**src/rtl/operand_entry_pkg.sv**
```systemverilog
// operand_entry_pkg
//   Shared definitions for the operand entry front end and the display/LED
//   logic that reports the current entry phase.
//   - PH_* : phase encoding driven on operand_entry.phase
//   - state_e : FSM state type, values equal to the PH_* encodings
//   - DEFAULT_DEBOUNCE_CYCLES : debounce window for the board clock
package operand_entry_pkg;

  localparam logic [1:0] PH_LOAD_A = 2'b00;
  localparam logic [1:0] PH_LOAD_B = 2'b01;
  localparam logic [1:0] PH_SHOW   = 2'b10;

  localparam int DEFAULT_DEBOUNCE_CYCLES = 50000;

  typedef enum logic [1:0] {
    ST_LOAD_A = PH_LOAD_A,
    ST_LOAD_B = PH_LOAD_B,
    ST_SHOW   = PH_SHOW
  } state_e;

endpackage

```
**src/rtl/operand_entry_button_debouncer.sv**
```systemverilog
// button_debouncer
//   Synchronises one raw pushbutton, debounces it and emits a single-cycle
//   press pulse the cycle after the debounced level rises.
//   Ports:
//     clk   : system clock
//     rst_n : asynchronous active-low reset
//     raw   : raw, bouncy, asynchronous button input (active-high)
//     level : debounced button level
//     press : one-cycle pulse per accepted press (none on release)
module button_debouncer
  import operand_entry_pkg::*;
#(
  parameter int DEBOUNCE_CYCLES = DEFAULT_DEBOUNCE_CYCLES
) (
  input  logic clk,
  input  logic rst_n,
  input  logic raw,
  output logic level,
  output logic press
);

  // Sized so the counter can hold DEBOUNCE_CYCLES without wrapping.
  localparam int CNT_W = $clog2(DEBOUNCE_CYCLES + 1);
  localparam logic [CNT_W-1:0] CNT_LAST = CNT_W'(DEBOUNCE_CYCLES - 1);

  logic             sync1_q, sync1_d;
  logic             sync2_q, sync2_d;
  logic [CNT_W-1:0] cnt_q, cnt_d;
  logic             level_q, level_d;
  logic             level_prev_q, level_prev_d;
  logic             press_q, press_d;

  // Next-state logic for synchroniser, debounce counter and press pulse.
  always_comb begin
    sync1_d      = raw;
    sync2_d      = sync1_q;
    cnt_d        = '0;
    level_d      = level_q;
    level_prev_d = level_q;
    // Registered rising edge of the debounced level: the pulse lands one
    // cycle after level_q rises, and releases never fire.
    press_d      = level_q & ~level_prev_q;
    if (sync2_q != level_q) begin
      // The edge that would bring the count to DEBOUNCE_CYCLES accepts the
      // new level instead, so the counter itself never holds that value.
      if (cnt_q == CNT_LAST) begin
        level_d = sync2_q;
        cnt_d   = '0;
      end else begin
        cnt_d = cnt_q + CNT_W'(1);
      end
    end else begin
      cnt_d = '0;
    end
  end

  // State registers.
  always_ff @(posedge clk or negedge rst_n) begin
    if (!rst_n) begin
      sync1_q      <= 1'b0;
      sync2_q      <= 1'b0;
      cnt_q        <= '0;
      level_q      <= 1'b0;
      level_prev_q <= 1'b0;
      press_q      <= 1'b0;
    end else begin
      sync1_q      <= sync1_d;
      sync2_q      <= sync2_d;
      cnt_q        <= cnt_d;
      level_q      <= level_d;
      level_prev_q <= level_prev_d;
      press_q      <= press_d;
    end
  end

  assign level = level_q;
  assign press = press_q;

endmodule

```
**src/rtl/operand_entry.sv**
```systemverilog
// operand_entry
//   Front end that collects operand A, operand B and the add/subtract op
//   for the 4-bit datapath, stepping LOAD_A -> LOAD_B -> SHOW on each
//   debounced enter press. Clear returns to LOAD_A with zeroed operands.
//   Ports:
//     clk, rst_n : clock, asynchronous active-low reset
//     sw         : raw data switches (asynchronous)
//     op_sw      : raw op switch, 0 = add, 1 = subtract (asynchronous)
//     btn_enter  : raw enter button (active-high, bouncy)
//     btn_clear  : raw clear button (active-high, bouncy)
//     a, b       : registered operands
//     op_code    : registered op, latched with b
//     phase      : current phase (PH_* encoding)
//     valid      : high only in SHOW
module operand_entry
  import operand_entry_pkg::*;
#(
  parameter int WIDTH           = 4,
  parameter int DEBOUNCE_CYCLES = DEFAULT_DEBOUNCE_CYCLES
) (
  input  logic             clk,
  input  logic             rst_n,
  input  logic [WIDTH-1:0] sw,
  input  logic             op_sw,
  input  logic             btn_enter,
  input  logic             btn_clear,
  output logic [WIDTH-1:0] a,
  output logic [WIDTH-1:0] b,
  output logic             op_code,
  output logic [1:0]       phase,
  output logic             valid
);

  logic enter_press_s;
  logic clear_press_s;
  logic unused_enter_level_s;
  logic unused_clear_level_s;

  button_debouncer #(.DEBOUNCE_CYCLES(DEBOUNCE_CYCLES)) u_enter (
    .clk   (clk),
    .rst_n (rst_n),
    .raw   (btn_enter),
    .level (unused_enter_level_s),
    .press (enter_press_s)
  );

  button_debouncer #(.DEBOUNCE_CYCLES(DEBOUNCE_CYCLES)) u_clear (
    .clk   (clk),
    .rst_n (rst_n),
    .raw   (btn_clear),
    .level (unused_clear_level_s),
    .press (clear_press_s)
  );

  logic [WIDTH-1:0] sw_sync1_q, sw_sync1_d;
  logic [WIDTH-1:0] sw_sync2_q, sw_sync2_d;
  logic             op_sync1_q, op_sync1_d;
  logic             op_sync2_q, op_sync2_d;
  state_e           state_q, state_d;
  logic [WIDTH-1:0] a_q, a_d;
  logic [WIDTH-1:0] b_q, b_d;
  logic             op_code_q, op_code_d;
  logic             valid_q, valid_d;

  // Switch synchronisers; only sw_sync2_q / op_sync2_q are ever latched.
  always_comb begin
    sw_sync1_d = sw;
    sw_sync2_d = sw_sync1_q;
    op_sync1_d = op_sw;
    op_sync2_d = op_sync1_q;
  end

  // Entry FSM next state and operand latching; clear overrides enter.
  always_comb begin
    state_d   = state_q;
    a_d       = a_q;
    b_d       = b_q;
    op_code_d = op_code_q;
    if (clear_press_s) begin
      state_d   = ST_LOAD_A;
      a_d       = '0;
      b_d       = '0;
      op_code_d = 1'b0;
    end else if (enter_press_s) begin
      case (state_q)
        ST_LOAD_A: begin
          a_d     = sw_sync2_q;
          state_d = ST_LOAD_B;
        end
        ST_LOAD_B: begin
          b_d       = sw_sync2_q;
          op_code_d = op_sync2_q;
          state_d   = ST_SHOW;
        end
        ST_SHOW: begin
          state_d = ST_LOAD_A;
        end
        default: begin
          state_d = ST_LOAD_A;
        end
      endcase
    end else begin
      state_d = state_q;
    end
    // Registered so valid switches on the same edge as phase.
    valid_d = (state_d == ST_SHOW);
  end

  // State and output registers.
  always_ff @(posedge clk or negedge rst_n) begin
    if (!rst_n) begin
      sw_sync1_q <= '0;
      sw_sync2_q <= '0;
      op_sync1_q <= 1'b0;
      op_sync2_q <= 1'b0;
      state_q    <= ST_LOAD_A;
      a_q        <= '0;
      b_q        <= '0;
      op_code_q  <= 1'b0;
      valid_q    <= 1'b0;
    end else begin
      sw_sync1_q <= sw_sync1_d;
      sw_sync2_q <= sw_sync2_d;
      op_sync1_q <= op_sync1_d;
      op_sync2_q <= op_sync2_d;
      state_q    <= state_d;
      a_q        <= a_d;
      b_q        <= b_d;
      op_code_q  <= op_code_d;
      valid_q    <= valid_d;
    end
  end

  assign a       = a_q;
  assign b       = b_q;
  assign op_code = op_code_q;
  assign phase   = state_q;
  assign valid   = valid_q;

endmodule

```
**config.mk**
```make
export PLATFORM = sky130hd
export DESIGN_NAME = operand_entry
export DESIGN_NICKNAME = d
export VERILOG_FILES = /design/src/rtl/operand_entry_pkg.sv /design/src/rtl/operand_entry_button_debouncer.sv /design/src/rtl/operand_entry.sv
export SDC_FILE = /design/constraint.sdc
export NUM_CORES = 1
export LEC_CHECK = 0
export ABC_CLOCK_PERIOD_IN_PS = 5000
export CORE_MARGIN = 10
export CORE_UTILIZATION = 60
export CTS_CLUSTER_SIZE = 25
export DETAILED_ROUTE_END_ITERATION = 8
export PLACE_DENSITY = 0.83
export SETUP_SLACK_MARGIN = 0.1
export SLEW_MARGIN = 20
export SYNTH_ARGS = -nofsm -noshare
export SYNTH_HDL_FRONTEND = slang
export SYNTH_SLANG_ARGS = --single-unit
```
**constraint.sdc**
```tcl
create_clock -name clk -period 5 [get_ports clk]
set_input_delay 0.75 -clock clk [delete_from_list [all_inputs] [get_ports clk]]
set_output_delay 0.75 -clock clk [all_outputs]
set_load 0.03 [all_outputs]
```
# Word level (Yosys, flattened, before mapping)
# Cells that the tools add are included.
# totals
register_bits,64
input_bits,9
output_inout_bits,12
wordCells,57
# classes
addsub,2
eq_ne,6
n_mux,16
bitwise_logic,4
n_reduce_logical,8
# ops
op,n
16-bit two-way mux,4
16-bit by 1-bit adder with 16-bit output (second input constant),2
16-bit == test (second input constant),2
4-bit two-way mux,6
2-bit AND reduction,4
2-bit nonzero test,3
2-bit two-way mux,2
2-bit one-hot mux with 2 select lines,1
1-bit two-way mux,3
1-bit bitwise AND,2
2-bit by 1-bit == test with 1-bit output (second input constant),1
2-bit == test (second input constant),1
2-bit logical NOT,1
1-bit != test,2
1-bit inverter,2

# Longest topological paths before layout
# Gate-level depths: netlist of the first run.
# depth
ltp_word,5
mapped_depth,6
ltp_nobuf,5

# Modules after synthesis
# Synthesis of the first run repeated with hierarchy kept, for this count alone.
# unflattened
hier_cells,228
area_unflattened_um2,2792.7
# modules_own_cells
mod,n_inst,cells_each,area_per_inst_um2,seq_area_each_um2
button_debouncer,2,86,993.5,525.5
operand_entry,1,56,805.8,550.5

# Least setup slack after synthesis of the first run
# OpenSTA, ideal clock, no wires.
# synth_timing
path_type,reg-to-reg
startpoint,register u_enter.cnt_q[12]
endpoint,register u_enter.cnt_q[10]
setup_time_ns,0.119
t_arrival_ns,1.517
t_required_ns,4.881
slack_ns,3.364
stages_incl_launch_ff,6
path_buffers,1
period_less_slack_ns,1.636
path_cell_list,dfrtp_1 > nor4_1 > nand3_1 > o41ai_4 > buf_6 > nor2_1
# synth_between
elab_chain_cells,3
# synth_lines
item,line,text
start: declaration,operand_entry_button_debouncer.sv:28,"logic [CNT_W-1:0] cnt_q, cnt_d;"
start signal: assignment,operand_entry_button_debouncer.sv:69,cnt_q <= cnt_d;
16-bit == test,operand_entry_button_debouncer.sv:46,if (cnt_q == CNT_LAST) begin
16-bit two-way mux,operand_entry_button_debouncer.sv:46,
16-bit two-way mux,operand_entry_button_debouncer.sv:43,if (sync2_q != level_q) begin
via u_enter.cnt_d[10],operand_entry_button_debouncer.sv:28,
# The timed path passes the listed nets, and every way through them passes these cells.
# A chain may end at the register's enable or synchronous reset.

# Worst setup path after layout of the first run
# layout_timing
startpoint,register state_q[0] (netlist: phase[0])
endpoint,output phase[0]
# layout_rtl
item,line,text
start: declaration,operand_entry.sv:59,"state_e state_q, state_d;"
start signal: assignment,operand_entry.sv:126,state_q <= state_d;
end: declaration,operand_entry.sv:30,"output logic [1:0] phase,"
# No word-level cell between the ends.

==> results of run 1 <==
==> final cells by class <==
class | instances | share of cell area, %
sequential | 64 | 52.96
multi-input combinational | 153 | 31.90
inverter | 5 | 0.6206
timing repair buffer | 21 | 6.703
clock buffer | 11 | 4.675
tap | 50 | 2.069
clock inverter | 5 | 1.076
==> cell usage in the layout, fill, tap and decap left out, drive strengths merged <==
cell           instances
clkdlybuf4s50         19
xor2                  11
o41ai                  1
buf                    2
o31ai                  1
ha                     2
mux2i                  9
and3                   2
nand4                  8
nor2b                  2
nor4b                  1
nand3                 10
nand4b                 1
nor4                   7
a21oi                  3
nand3b                 1
and4                   3
clkbuf                11
nor4bb                 2
inv                    5
nor3b                  1
nor2                  47
nand2                 13
nor3                   6
or4                    1
clkinvlp               3
clkinv                 2
mux2                   2
xnor2                 18
o21a                   1
dfrtp                 64
==> report_power, final <==
group	switching (mW)	total, mW	internal (mW)
sequential	0.00603	0.533	0.527
combinational	0.0171	0.0275	0.0104
clock	0.192	0.383	0.191
==> cell families (layout without fill, tap and decap cells) <==
kind of cell | count (synthesis) | count (layout)
AO/OA/AOI/OAI | 6 | 6
XOR/XNOR | 29 | 29
adder cells (fa/ha/maj) | 2 | 2
buffers and inverters | 9 | 42
flip-flops | 64 | 64
multiplexers | 11 | 11
AND/OR/NAND/NOR | 105 | 105
==> worst min-delay path by stage <==
stage                                    startpoint                        end  cells after the start
after global routing        sw_sync1_q[1]$_DFF_PN0_    sw_sync2_q[1]$_DFF_PN0_                      0
final                     u_enter.sync1_q$_DFF_PN0_  u_enter.sync2_q$_DFF_PN0_                      0
after global placement      sw_sync1_q[3]$_DFF_PN0_    sw_sync2_q[3]$_DFF_PN0_                      0
after floorplan                op_sync1_q$_DFF_PN0_       op_sync2_q$_DFF_PN0_                      0
after detailed placement    sw_sync1_q[1]$_DFF_PN0_    sw_sync2_q[1]$_DFF_PN0_                      0
after CTS                   sw_sync1_q[1]$_DFF_PN0_    sw_sync2_q[1]$_DFF_PN0_                      0
==> through the flow <==
stage,utilization (%),power (mW),hold WS (ns)
floorplan,-,0.5529,0.3312
global placement,69.26,0.5706,0.3326
detailed placement,69.26,0.5718,0.3347
CTS,73.49,0.9550,0.3505
global route,73.49,0.9837,0.3556
finish,73.49,0.9442,0.3492
==> cell usage after synthesis <==
master    instances
o41ai_4           1
xor2_1           11
and4_1            3
o31ai_1           1
a21oi_1           3
nor2_1           47
nor4bb_1          2
nor3_2            1
buf_2             2
xnor2_1          18
nand2_1          13
nand3_1          10
dfrtp_1          64
nor3_1            5
nand4_1           8
buf_6             1
mux2_2            2
nor2b_1           2
nor4b_1           1
nor3b_1           1
mux2i_1           9
and3_1            2
o21a_1            1
or4_1             1
nor4_1            7
nand3b_1          1
nand4b_1          1
inv_1             5
clkbuf_1          1
ha_1              2
==> metal layers <==
layer / track usage (%) / vias up
met5: 0 / -
met1: 16.88 / 859
met4: 5.838 / 0
met3: 5.203 / 5
li1: - / 825
met2: 19.68 / 40
==> flip-flops by register name, summed over array words and instances (netlist names), 2 cells and up <==
register,flops
sw_sync1_q,4
u_enter.cnt_q,16
a,4
phase,2
u_clear.cnt_q,16
sw_sync2_q,4
b,4
==> worst reg2reg max path: stages, from the launching register on <==
cell,delay [ns]
dfrtp_1,0.42
nor4_1,0.30
nand3_1,0.17
o41ai_4,0.82
nor2_1,0.12
==> impl_metrics.env, run 1 <==
export IMPL_layout_drive_gt1_share_pct=8.108
export IMPL_layout_area_seq_mm2=0.001602
export IMPL_rsz0062_at_grt="false"
export IMPL_wl_met3_um=276
export IMPL_grtUsageTotal_pct=13.33
export IMPL_ys_ff_latch=64
export IMPL_p_leak_nw=1.344
export IMPL_synth_compound_area_share_pct=2.205
export IMPL_yosys_mux_area_fraction_pct=4.314
export IMPL_fillerInstances=284
export IMPL_place_gp_congestion=0.8327
export IMPL_fin_crit_ns=2.192
export IMPL_met2_length_um=2149
export IMPL_synth_top_area_cell="dfrtp_1"
export IMPL_postPlaceCellArea_mm2=0.002850
export IMPL_path_depth=1
export IMPL_ant_nets=0
export IMPL_path_class="flip-flop to primary output"
export IMPL_tns_ns=0
export IMPL_critical_path_required_ns=4.25
export IMPL_synth_cells=226
export IMPL_yosys_warnings=0
export IMPL_setup_viol=0
export IMPL_crit_end="phase[0]"
export IMPL_place_hpwl_um=2951
export IMPL_path_buf_inv=1
export IMPL_synth_simple_area_share_pct=19.75
export IMPL_cp_slowest_cell="clkdlybuf4s50_1"
export IMPL_fin_crit_sh_pct=43.85
export IMPL_cts_tree="done"
export IMPL_final_hold_viol_count=0
export IMPL_n_antenna_cell=0
export IMPL_r2r_start="u_enter.cnt_q[12]$_DFF_PN0_"
export IMPL_clk_pin_slew_worst_paths_ns=0.07
export IMPL_critPathArrivalTime_ns=1.44
export IMPL_grt_pass1_vias=1671
export IMPL_power_density_mw_per_mm2=312.2
export IMPL_path_cells="clkdlybuf4s50_1"
export IMPL_post_cts_buffers=0
export IMPL_wl_per_cell_um=14.54
export IMPL_startpoint="phase[0]$_DFF_PN0_"
export IMPL_drtIter0Drc=137
export IMPL_initial_utilization_pct=63.42
export IMPL_die_h_um=85.96
export IMPL_fin_skew_ns=0.006383
export IMPL_antenna_found_initial=0
export IMPL_vias_per_cell=5.595
export IMPL_die_area_mm2=0.007388
export IMPL_timing_critical_path_from_type="flip-flop"
export IMPL_r2r_slack_ns=3.01
export IMPL_cp_end_kind="primary output"
export IMPL_slew_headroom_pct=43.58
export IMPL_worst_slack_ns=2.808
export IMPL_critical_path_max_stage_delay_ns=0.70
export IMPL_cts_resized_gates=0
export IMPL_std_cell_rows=23
export IMPL_worst_ir_drop_vdd_v=0.0002369
export IMPL_cp_top_family="buffers and inverters"
export IMPL_rr_worst_depth=4
export IMPL_syn_nets=237
export IMPL_synthDominantCellAreaShare_pct=61.36
export IMPL_htree_num_levels=3
export IMPL_maxUsedRoutingLayer="met4"
export IMPL_coreArea_mm2=0.004115
export IMPL_chipWidth_um=85.96
export IMPL_cts_hold_buffers_added=0
export IMPL_io_buffers=20
export IMPL_root_buffer="clkbuf_8"
export IMPL_cts_buffers=9
export IMPL_syn_area_mm2=0.002610
export IMPL_vias=1729
export IMPL_place_ws_ns=3.012
export IMPL_ys_seq_area_share_pct=61.36
export IMPL_worstHoldPathType="flip-flop to flip-flop"
export IMPL_synthTopCellsByArea="dfrtp_1 61%, nor2_1 6.8%, xnor2_1 6.0%, xor2_1 3.7%, mux2i_1 3.5%"
export IMPL_yosys_area_share_adder_pct=0.9588
export IMPL_synth_xor_area_share_pct=9.732
export IMPL_clk_latency_ns=0.33
export IMPL_yosysUniqueCellTypes=30
export IMPL_grt_pass1_wl_um=7886
export IMPL_drc=0
export IMPL_max_freq_mhz=456.1
export IMPL_grt_overflow=0
export IMPL_maxCapViolations=0
export IMPL_syn_avg_cell_area_um2=11.55
export IMPL_cp_max_fo=5
export IMPL_area_delta_synth_final_pct=15.87
export IMPL_synth_top_family_by_area="simple AND/OR/NAND/NOR gates"
export IMPL_fin_cells=309
export IMPL_final_max_slew_violation_count=0
export IMPL_rr_endpoint="u_enter.cnt_q[7]$_DFF_PN0_"
export IMPL_nets=265
export IMPL_finish_instance_area_mm2=0.003024
export IMPL_grt_max_degree=65
export IMPL_dp_cells=293
export IMPL_multi_input_area_um2=964.7
export IMPL_run_status="finished, final reports clean"
export IMPL_tightest_slew_ns=0.8435
export IMPL_clock_sinks=64
export IMPL_wl_met1_um=2010
export IMPL_clockBufferDepth=2
export IMPL_pin_count=21
export IMPL_routed_wl_um=4494
export IMPL_firstDrtPassIters=4
No activity file was read; power rests on OpenSTA's default activity.
==> inputs of run 2 (changes only) <==
- ABC_CLOCK_PERIOD_IN_PS: 5000 -> 2200
- CORE_UTILIZATION: 60 -> 57
- PLACE_DENSITY: 0.83 -> 0.79
- clock period: 5 -> 2.2 ns (I/O delays scaled with it)
==> impl_metrics.env, run 2 (synthesis results as in run 1) <==
export IMPL_slew_headroom_pct=66.07
export IMPL_fin_skew_ns=0.005596
export IMPL_power_share_switching_pct=19.77
export IMPL_grt_overflow=0
export IMPL_pin_count=21
export IMPL_power_mw=2.363
export IMPL_tns_ns=0
export IMPL_clock_sinks=64
export IMPL_max_freq_mhz=547.1
export IMPL_die_h_um=87.67
export IMPL_path_cells="nor4_1 -> nand3_1 -> o41ai_4 -> buf_4 -> nor2_1"
export IMPL_coreArea_mm2=0.004384
export IMPL_cts_resized_gates=0
export IMPL_layout_drive_gt1_share_pct=8.015
export IMPL_post_cts_buffers=0
export IMPL_clk_latency_ns=0.33
export IMPL_hold_ws_ns=0.3481
export IMPL_drc=0
export IMPL_power_switching_mw=0.4671
export IMPL_htree_num_levels=3
export IMPL_cts_buffers=9
export IMPL_fin_crit_ns=1.828
export IMPL_fin_crit_sh_pct=83.09
export IMPL_area_delta_synth_final_pct=18.94
export IMPL_firstDrtPassIters=4
export IMPL_layout_commonest_cell="dfrtp_1"
export IMPL_timing_critical_path_from_type="flip-flop"
export IMPL_std_cell_rows=24
export IMPL_critPathArrivalTime_ns=2.04
export IMPL_chipWidth_um=87.67
export IMPL_grt_pass1_wl_um=8079
export IMPL_final_max_slew_violation_count=0
export IMPL_p_clk_share_pct=45.8
export IMPL_vias_per_cell=5.446
export IMPL_p_leak_nw=1.388
export IMPL_ant_nets=0
export IMPL_wl_per_cell_um=14.68
export IMPL_grtUsageTotal_pct=13.12
export IMPL_critical_path_max_stage_delay_ns=0.48
export IMPL_tightest_slew_ns=0.5062
export IMPL_die_area_mm2=0.007685
export IMPL_clk_pin_slew_worst_paths_ns=0.07
export IMPL_layout_common_cells="64 x dfrtp_1, 47 x nor2_1, 19 x clkdlybuf4s50_1"
export IMPL_grt_max_degree=45
export IMPL_place_hpwl_um=3078
export IMPL_final_hold_viol_count=0
export IMPL_io_buffers=20
export IMPL_clockBufferDepth=2
export IMPL_power_density_mw_per_mm2=761.3
export IMPL_rsz0062_at_grt="false"
export IMPL_layout_area_seq_mm2=0.001602
export IMPL_root_buffer="clkbuf_8"
export IMPL_combPwrFrac_pct=2.9
export IMPL_worst_ir_drop_vdd_v=0.0004675
export IMPL_cp_slowest_cell="o41ai_4"
export IMPL_maxCapViolations=0
export IMPL_nets=268
export IMPL_n_antenna_cell=0
export IMPL_setup_viol=0
export IMPL_routed_wl_um=4611
export IMPL_initial_utilization_pct=59.53
export IMPL_p_int_mw=1.896
export IMPL_pwr_share_seq_pct=51.3
export IMPL_path_class="flip-flop to flip-flop"
export IMPL_critical_path_required_ns=2.41
export IMPL_fillerInstances=322
export IMPL_cp_end_kind="flip-flop"
export IMPL_cts_tree="done"
export IMPL_grt_pass1_vias=1690
export IMPL_worstHoldPathType="flip-flop to flip-flop"
export IMPL_reg_top3="u_clear.cnt_q (16), u_enter.cnt_q (16)"
export IMPL_run_status="finished, final reports clean"
export IMPL_antenna_found_initial=0
export IMPL_multi_input_area_um2=964.7
export IMPL_cts_hold_buffers_added=1
export IMPL_drtIter0Drc=113
export IMPL_vias=1710
export IMPL_cp_max_fo=11
export IMPL_place_gp_congestion=0.8206
[run 2: critical path: cells and delay by family (launching register included)]
family                 cells  cell delay, ns
AO/OA/AOI/OAI              1            0.48
buffers and inverters      1            0.25
flip-flops                 1            0.42
AND/OR/NAND/NOR            3            0.55
[run 2: power groups by stage]
stage | Clock [mW] | Combinational [mW] | Sequential, mW
2_1_floorplan | 0 | 0.0255 | 1.23
3_3_place_gp | 0 | 0.0684 | 1.23
3_5_place_dp | 0 | 0.0685 | 1.23
4_1_cts | 1.11 | 0.0711 | 1.21
5_1_grt | 1.16 | 0.0794 | 1.21
6_report | 1.08 | 0.0689 | 1.21
[run 2: worst paths after layout]
| check | startpoint | endpoint | slack, ns | cells after the start |
|---|---|---|---|---|
| worst max register to register | u_enter.cnt_q[12]$_DFF_PN0_ | u_enter.cnt_q[2]$_DFF_PN0_ | 0.37 | 5 |
| min in group asynchronous | rst_n | u_clear.cnt_q[14]$_DFF_PN0_ | 0.49 | 2 |
| worst min register to register | sw_sync1_q[0]$_DFF_PN0_ | sw_sync2_q[0]$_DFF_PN0_ | 0.35 | 0 |
| max in group asynchronous | rst_n | u_enter.cnt_q[7]$_DFF_PN0_ | 1.13 | 3 |
| worst max-delay path | u_enter.cnt_q[12]$_DFF_PN0_ | u_enter.cnt_q[2]$_DFF_PN0_ | 0.37 | 5 |
| worst min-delay path | sw_sync1_q[0]$_DFF_PN0_ | sw_sync2_q[0]$_DFF_PN0_ | 0.35 | 0 |
[run 2: per-stage QoR]
stage	setup slack, ns	cells	instance area, µm²	util [%]
after global routing	0.2274	314	3104	70.80
after floorplan	0.5639	226	2610	-
after CTS	0.3809	314	3104	70.80
after global placement	0.4458	297	2880	65.70
final	0.3721	314	3104	70.80
after detailed placement	0.4012	297	2880	65.70
[run 2: cell type report]
class | count | area share (%)
well taps | 52 | 2.096
clock inverters | 3 | 2.096
repair buffers | 24 | 7.739
multi-input cells | 153 | 31.08
flip-flops and latches | 64 | 51.59
clock buffers | 13 | 4.796
inverters | 5 | 0.6046
[run 2: layer usage]
metal | vias up | track usage (%) | part of all wire, %
met3 | 7 | 4.921 | 5.8
li1 | 837 | - | -
met5 | - | 0 | 0
met1 | 831 | 16.66 | 46
met4 | 0 | 4.638 | 0.82
met2 | 35 | 20.11 | 47
==> inputs of run 3 (changes only) <==
- ABC_CLOCK_PERIOD_IN_PS: 2200 -> 1600
- CORE_UTILIZATION: 57 -> 51
- PLACE_DENSITY: 0.79 -> 0.75
- clock period: 2.2 -> 1.6 ns (I/O delays scaled with it)
==> impl_metrics.env, run 3 (synthesis results as in run 1) <==
export IMPL_run_status="finished, final reports clean"
export IMPL_slew_headroom_pct=72.13
export IMPL_initial_utilization_pct=53.83
export IMPL_pin_count=21
export IMPL_root_buffer="clkbuf_8"
export IMPL_cp_end_kind="flip-flop"
export IMPL_power_switching_mw=0.7308
export IMPL_chipWidth_um=91.54
export IMPL_nets=286
export IMPL_cts_buffers=9
export IMPL_drtIter0Drc=88
export IMPL_timing_critical_path_from_type="flip-flop"
export IMPL_tightest_slew_ns=0.4169
export IMPL_path_class="flip-flop to flip-flop"
export IMPL_wl_per_cell_um=13.51
export IMPL_p_clk_share_pct=43.1
export IMPL_final_max_slew_violation_count=0
export IMPL_cp_top_family="simple AND/OR/NAND/NOR gates"
export IMPL_worstHoldPathType="input pin to flip-flop"
export IMPL_clockBufferDepth=2
export IMPL_combPwrFrac_pct=3.9
export IMPL_max_freq_mhz=647.4
export IMPL_setup_viol=0
export IMPL_hold_ws_ns=0.3342
export IMPL_clk_pin_slew_worst_paths_ns=0.08
export IMPL_io_buffers=20
export IMPL_routed_wl_um=4689
export IMPL_fin_skew_ns=0.009901
export IMPL_critical_path_max_stage_delay_ns=0.41
export IMPL_area_delta_synth_final_pct=28.04
export IMPL_worst_slack_ns=0.05528
export IMPL_postPlaceCellArea_mm2=0.003024
export IMPL_worst_ir_drop_vdd_v=0.0007782
export IMPL_cp_max_fo=3
export IMPL_die_area_mm2=0.008379
export IMPL_grtUsageTotal_pct=11.86
export IMPL_final_hold_viol_count=0
export IMPL_rr_endpoint="u_enter.level$_DFFE_PN0P_"
export IMPL_r2r_start="u_enter.cnt_q[13]$_DFF_PN0_"
export IMPL_cts_tree="done"
export IMPL_rsz0062_at_grt="true"
export IMPL_coreArea_mm2=0.004848
export IMPL_place_hpwl_um=3126
export IMPL_cp_slowest_cell="dfrtp_1"
export IMPL_drc=0
export IMPL_place_ws_ns=0.03707
export IMPL_clk_latency_ns=0.34
export IMPL_vias_per_cell=5.092
export IMPL_p_int_mw=2.423
export IMPL_grt_pass1_wl_um=8162
export IMPL_critPathArrivalTime_ns=1.77
export IMPL_grt_max_degree=65
export IMPL_fin_crit_ns=1.545
export IMPL_power_share_switching_pct=23.17
export IMPL_antenna_found_initial=0
export IMPL_ant_nets=0
export IMPL_layout_drive_gt1_share_pct=21.43
export IMPL_layout_commonest_cell="dfrtp_1"
export IMPL_p_leak_nw=1.532
export IMPL_power_density_mw_per_mm2=943.8
export IMPL_grt_pass1_vias=1775
export IMPL_r2r_slack_ns=0.06
export IMPL_hold_start="sw[0]"
export IMPL_layout_common_cells="61 x dfrtp_1, 45 x nor2_1, 18 x xnor2_1"
export IMPL_maxCapViolations=0
export IMPL_path_cells="nor4_1 -> nand3_1 -> nor4_2 -> mux2_2"
export IMPL_n_antenna_cell=0
export IMPL_vias=1767
export IMPL_grt_overflow=0
export IMPL_clock_sinks=64
export IMPL_firstDrtPassIters=4
export IMPL_path_buf_inv=0
export IMPL_pwr_share_seq_pct=53.0
export IMPL_worstHoldPathCells=1
export IMPL_critical_path_required_ns=1.82
export IMPL_std_cell_rows=25
export IMPL_rr_worst_depth=4
export IMPL_die_h_um=91.54
export IMPL_finish_instance_area_mm2=0.003342
export IMPL_fin_crit_sh_pct=96.54
export IMPL_tns_ns=0
export IMPL_htree_num_levels=3
export IMPL_place_gp_congestion=0.8511
export IMPL_min_to="sw_sync1_q[0]$_DFF_PN0_"
export IMPL_reg_top3="u_clear.cnt_q (16), u_enter.cnt_q (16)"
-- run 3: changes by cell type in the layout (fill, tap and decap cells not counted), moves of 3 or more --
cell / previous run / this run
clkdlybuf4s50_1: 19 / 7
dlygate4sd2_1: 0 / 12
clkbuf_1: 3 / 0
buf_4: 2 / 17
dfrtp_2: 0 / 3
nor4_1: 7 / 4
dfrtp_1: 64 / 61
nor4_2: 0 / 3
-- run 3: worst register-to-register path: stages, from the launching register on --
cell and delay [ns]:
dfrtp_1 0.41, nor4_1 0.27, nand3_1 0.19, nor4_2 0.20, mux2_2 0.37
-- run 3: layout make-up --
cell class	instances	area, µm²
Clock buffer	9	123.9
Clock inverter	7	72.57
Fill cell	343	1506
Inverter	5	18.77
Multi-Input combinational cell	153	1057
Sequential cell	64	1605
Tap cell	67	83.83
Timing Repair Buffer	42	380.4
-- run 3: metrics by stage --
| step | total power [mW] | utilization [%] | std cells |
|---|---|---|---|
| finish | 3.154 | 68.93 | 347 |
| global route | 3.282 | 68.93 | 347 |
| CTS | 3.166 | 66.76 | 343 |
| detailed placement | 1.808 | 62.37 | 326 |
| global placement | 1.804 | 62.37 | 326 |
| floorplan | 1.729 | - | 226 |
-- run 3: repair_timing --
action	4_1_cts	5_1_grt
resized for setup	16	18
pin swaps	0	4
setup endpoints to repair	41	33
hold endpoints to repair	64	0
hold buffers	1	0
buffers inserted	0	4
-- run 3: power by group through the flow --
stage                     logic, mW  registers (mW)  clock network (mW)
after floorplan              0.0358            1.69                   0
after global placement        0.110            1.69                   0
after detailed placement      0.112            1.70                   0
after CTS                     0.115            1.67                1.39
after global routing          0.138            1.67                1.47
final                         0.122            1.67                1.36
-- run 3: per-layer routing --
| layer | routed length (µm) | vias up | share of wire [%] | track usage [%] |
|---|---|---|---|---|
| li1 | - | 868 | - | - |
| met1 | 2147 | 872 | 46 | 14.26 |
| met2 | 2314 | 23 | 49 | 19.02 |
| met3 | 191 | 4 | 4.1 | 3.374 |
| met4 | 37 | 0 | 0.79 | 5.875 |
| met5 | 0 | - | 0 | 0 |
-- run 3: how the worst max path moves through the flow --
stage,startpoint,endpoint,cells past startpoint
finish,u_enter.cnt_q[13]$_DFF_PN0_,u_enter.level$_DFFE_PN0P_,4
global route,u_enter.cnt_q[13]$_DFF_PN0_,u_enter.cnt_q[1]$_DFF_PN0_,5
CTS,u_enter.cnt_q[13]$_DFF_PN0_,u_enter.level$_DFFE_PN0P_,4
detailed placement,u_enter.cnt_q[13]$_DFF_PN0_,u_enter.level$_DFFE_PN0P_,4
global placement,u_enter.cnt_q[13]$_DFF_PN0_,u_enter.level$_DFFE_PN0P_,4
floorplan,u_enter.cnt_q[12]$_DFF_PN0_,u_enter.cnt_q[14]$_DFF_PN0_,5
==> variant 1 (config.mk and constraints of run 2) <==
`a_q` and `b_q` no longer have a reset.
--- a/src/rtl/operand_entry.sv
+++ b/src/rtl/operand_entry.sv
@@ -115,6 +115,4 @@
       op_sync2_q <= 1'b0;
       state_q    <= ST_LOAD_A;
-      a_q        <= '0;
-      b_q        <= '0;
       op_code_q  <= 1'b0;
       valid_q    <= 1'b0;
@@ -125,9 +123,12 @@
       op_sync2_q <= op_sync2_d;
       state_q    <= state_d;
-      a_q        <= a_d;
-      b_q        <= b_d;
       op_code_q  <= op_code_d;
       valid_q    <= valid_d;
     end
+  end
+
+  always_ff @(posedge clk) begin
+    a_q <= a_d;
+    b_q <= b_d;
   end
 
Check against the original RTL: same outputs for any inputs over 10 cycles, from zero or initial values and one cycle with rst_n low; that may be too few to reach the edited logic, so the function may still have changed.
==> variant 1 against run 2 <==
  * Power fell by 0.40%
  * Clock skew hardly changed
  * Critical path depth down 4
  * Final cell count is 0.32% higher
  * Critical path type is now reg2out
  * Final area decreased by 1.0%
  * Routed wire length shrank 5.4%
  * Count of clock-buffer cells in the layout fell by 4
  * Synthesized area down 0.53%
  * Utilization fell by 0.74 points
  * Sequential cell count unchanged
  * Worst setup slack improved by 0.064 ns
==> variant 1: results (changes against run 2) <==
synth_common_cells: "dfrtp_1 (56), nor2_1 (46), xnor2_1 (23)"
cpLargestDelayFamily: "buffers and inverters"
cts_root_buf: "clkbuf_8"
grt_util_met1_pct: 15.3  # -1.3 points
fillers: 314  # -2.5%
post_dp_cell_area_sq_mm: 0.00285  # -1.0%
ys_seq_area_share_pct: 60.1  # -1.2 points
dp.cells: 299  # +0.67%
synth_compound_area_share_pct: 1.49  # -0.71 points
fin_cells: 315  # +0.32%
gp_congestion: 0.831  # +1.2%
synth_fa_ha_area_share_pct: 0.964  # +0.0051 points
synth-xor-area-share_pct: 10.1  # +0.39 points
slew_headroom_pct: 56.1  # -9.9 points
r2r-start: "u_enter.cnt_q[0]"
r2r_setup_slack_ns: 0.48  # +0.11 ns
pwr-share-comb_pct: 2.7  # -0.2 points
status: "finished, final reports clean"
wire_per_inst_microns: 13.8  # -5.7%
worst_ir_drop_vdd_uv: 440  # -5.9%
synth_mux_area_share_pct: 4.34  # +0.023 points
worstPathMaxFanout: 5  # -6
drive_gt1_share_pct: 9.89  # +1.9 points
min_path_type: "in2async"
grt_pass1_wl_microns: 7730  # -4.3%
final_nets: 269  # +0.37%
netlist_instances: 228  # +0.88%
worstReg2RegEnd: "u_enter.level"
dp_hpwl_microns: 3060  # -0.42%
max_stage_delay_ns: 0.70  # +0.22 ns
synthTopCellsByArea: "dfrtp_1 (54%), xnor2_1 (7.8%), nor2_1 (6.7%)"
synth_nets: 239  # +0.84%
grt_pass1_vias: 1703  # +0.77%
use_met2_pct: 19.6  # -0.53 points
p_leak_nw: 1.32  # -5.1%
worst-endpoint-arrival_ns: 1.43  # -0.61 ns
use_met3_pct: 4.12  # -0.80 points
cp_slowest_cell: "clkdlybuf4s50_1"
grt_max_degree: 57  # +27%
async_flop_share_pct: 87.5  # -13 points
internal-power_mw: 1.86  # -2.0%
drt_iter0_drc: 95  # -16%
fin_skew_ns: 0.00609  # +0.000489 ns
-- variant 1: worst max-delay path by stage --
stage / startpoint / cells past startpoint / slack [ns] / to
global placement: u_clear.cnt_q[4] / 4 / 0.57 / u_clear.cnt_q[13]
CTS: phase[0] / 1 / 0.41 / phase[0]
finish: phase[0] / 1 / 0.44 / phase[0]
global route: phase[0] / 1 / 0.35 / phase[0]
detailed placement: u_enter.cnt_q[0] / 5 / 0.49 / u_enter.level
floorplan: u_enter.cnt_q[0] / 6 / 0.64 / u_enter.cnt_q[10]
-- variant 1: kinds of logic after synthesis --
group,Yosys count
simple gates,107
buf+inv,10
compound gates,4
mux,11
flops,64
xor+xnor,30
fa+ha+maj,2
-- variant 1: layout make-up --
| cell class | instances | area [sq um] | area share, % |
|---|---|---|---|
| Inverter | 6 | 22.5 | 0.733 |
| Timing Repair Buffer | 23 | 218 | 7.09 |
| Sequential cell | 64 | 1560 | 50.8 |
| Tap cell | 52 | 65.1 | 2.12 |
| Clock inverter | 7 | 96.3 | 3.14 |
| Multi-Input combinational cell | 154 | 985 | 32.1 |
| Clock buffer | 9 | 124 | 4.03 |
-- variant 1: worst register-to-register path, cell delays in order (launching register included) --
cell	delay, ns
dfrtp_1	0.39
ha_1	0.23
and3_4	0.24
nand4_4	0.12
nor3_1	0.26
mux2_2	0.37
-- variant 1: metrics by stage --
step	power, mW	setup WS (ns)	hold slack, ns
6_report	2.35	0.436	0.118
5_1_grt	2.45	0.346	0.169
4_1_cts	2.39	0.414	0.131
3_5_place_dp	1.30	0.488	0.336
3_3_place_gp	1.30	0.566	0.333
2_1_floorplan	1.26	0.638	0.0344
-- variant 1: layer usage --
metal | wire length, microns | share of wire [%]
met5 | 0 | 0
met4 | 87 | 2.0
met3 | 289 | 6.6
met2 | 1980 | 45
met1 | 2000 | 46
==> variant 2 (flow settings as in run 2) <==
Made on the original files. The package constant `DEFAULT_DEBOUNCE_CYCLES` goes from 50000 to 25000.
--- a/src/rtl/operand_entry_pkg.sv
+++ b/src/rtl/operand_entry_pkg.sv
@@ -11,5 +11,5 @@
   localparam logic [1:0] PH_SHOW   = 2'b10;
 
-  localparam int DEFAULT_DEBOUNCE_CYCLES = 50000;
+  localparam int DEFAULT_DEBOUNCE_CYCLES = 25000;
 
   typedef enum logic [1:0] {
Check against the original RTL: no difference found for any inputs over 10 cycles, from zero or initial values and one cycle with rst_n low; that may be too few to reach the edited logic, so the function may still have changed.
==> variant 2 against run 2 <==
  * Register-to-register slack better by 0.06 ns
  * Worst setup slack better by 0.013 ns
  * Synthesized area down 2.9%
  * Power down 6.9%
  * Final area down 4.2%
  * Hold slack worse by 0.0024 ns
  * Combinational power down 5.1%
  * Routed wire length up 0.13%
  * Largest cell class unchanged
  * Largest power group unchanged
  * Sequential cell count down 2
  * Global-route usage up 0.11 points
  * Non-clock buffer count down 1
  * Critical endpoint is now phase[0]
==> variant 2: results (changes against run 2) <==
multiInputGateArea_sq_um: 928  # -3.8%
avgSynthCellArea_sq_um: 11.7  # +1.1%
wl_met3_microns: 253  # -5.9%
r2r-start: "u_enter.cnt_q[0]"
grt_util_met1_pct: 15.0  # -1.7 points
viasPerCell: 5.49  # +0.78%
fmax_ghz: 0.551  # +0.70%
worst-endpoint-arrival_ns: 1.49  # -0.55 ns
clock_cell_area_share_pct: 6.39  # -0.50 points
grt_pass1_wl_microns: 7800  # -3.4%
wl_met2_microns: 2300  # +6.2%
pre_cts_ws_ns: 0.468  # +0.0671 ns
pwr_density_cell_mw_per_mm2: 740  # -2.8%
synth_common_cells: "dfrtp_1 (62), nor2_1 (44), xnor2_1 (21)"
worst_ir_drop_vdd_uv: 557  # +19%
use_met2_pct: 21.1  # +0.97 points
synthTopCellsByArea: "dfrtp_1 (61%), xnor2_1 (7.3%), nor2_1 (6.5%)"
buffer_area_share_pct: 7.40  # -0.33 points
whs_endpoint: "op_sync2_q"
critPathCapture: "phase[0]"
multi_input_gates: 145  # -5.2%
num_vias: 1663  # -2.7%
final_core_util_pct: 68.8  # -2.0 points
synth.distinct_cells: 31  # +3.3%
ys_ff_latch: 62  # -3.1%
use_met3_pct: 3.94  # -0.98 points
drive_gt1_share_pct: 11.2  # +3.1 points
drt_iter0_drc: 92  # -19%
buffers_excl_clock: 23  # -4.2%
dp_hpwl_microns: 3210  # +4.1%
dp.cells: 286  # -3.7%
min_from: "op_sync1_q"
ys_seq_area_share_pct: 61.2  # -0.13 points
worstReg2RegEnd: "u_enter.cnt_q[9]"
m1WireLength_microns: 1970  # -7.9%
final_nets: 257  # -4.1%
post_dp_cell_area_sq_mm: 0.00277  # -3.7%
worstPathMaxFanout: 5  # -6
cpLargestDelayFamily: "buffers and inverters"
fillers: 313  # -2.8%
status: "finished, final reports clean"
worst_slew_pin_slew_ns: 0.499  # -0.00703 ns
cp_slowest_cell: "clkdlybuf4s50_1"
synth_nets: 228  # -3.8%
gp_congestion: 0.824  # +0.40%
[variant 2: cell count changes in the layout (fill, tap and decap cells not counted), sizes merged, moves of 3 or more]
cell / before / now
and4: 3 / 0
clkbuf: 13 / 10
clkinvlp: 0 / 3
xor2: 11 / 7
nor3: 6 / 9
xnor2: 18 / 21
nor4: 7 / 4
[variant 2: cells by family (layout without fill, tap and decap cells)]
| group | after synthesis | in the layout | share of synthesized area (%) |
|---|---|---|---|
| buffers and inverters | 10 | 44 | 2.12 |
| xor gates and xnor gates | 28 | 28 | 9.68 |
| DFF | 62 | 62 | 61.2 |
| and+or+nand+nor | 101 | 101 | 20.8 |
| adders and majority gates | 2 | 2 | 0.987 |
| AOI/OAI and AO/OA | 3 | 3 | 0.691 |
| muxes | 11 | 11 | 4.44 |
[variant 2: report_power, final]
group	total, mW	switching (mW)	internal (mW)	leakage, nW
Combinational	0.0654	0.0395	0.0259	0.395
Sequential	1.18	0.0156	1.16	0.829
Clock	0.957	0.439	0.518	0.0883
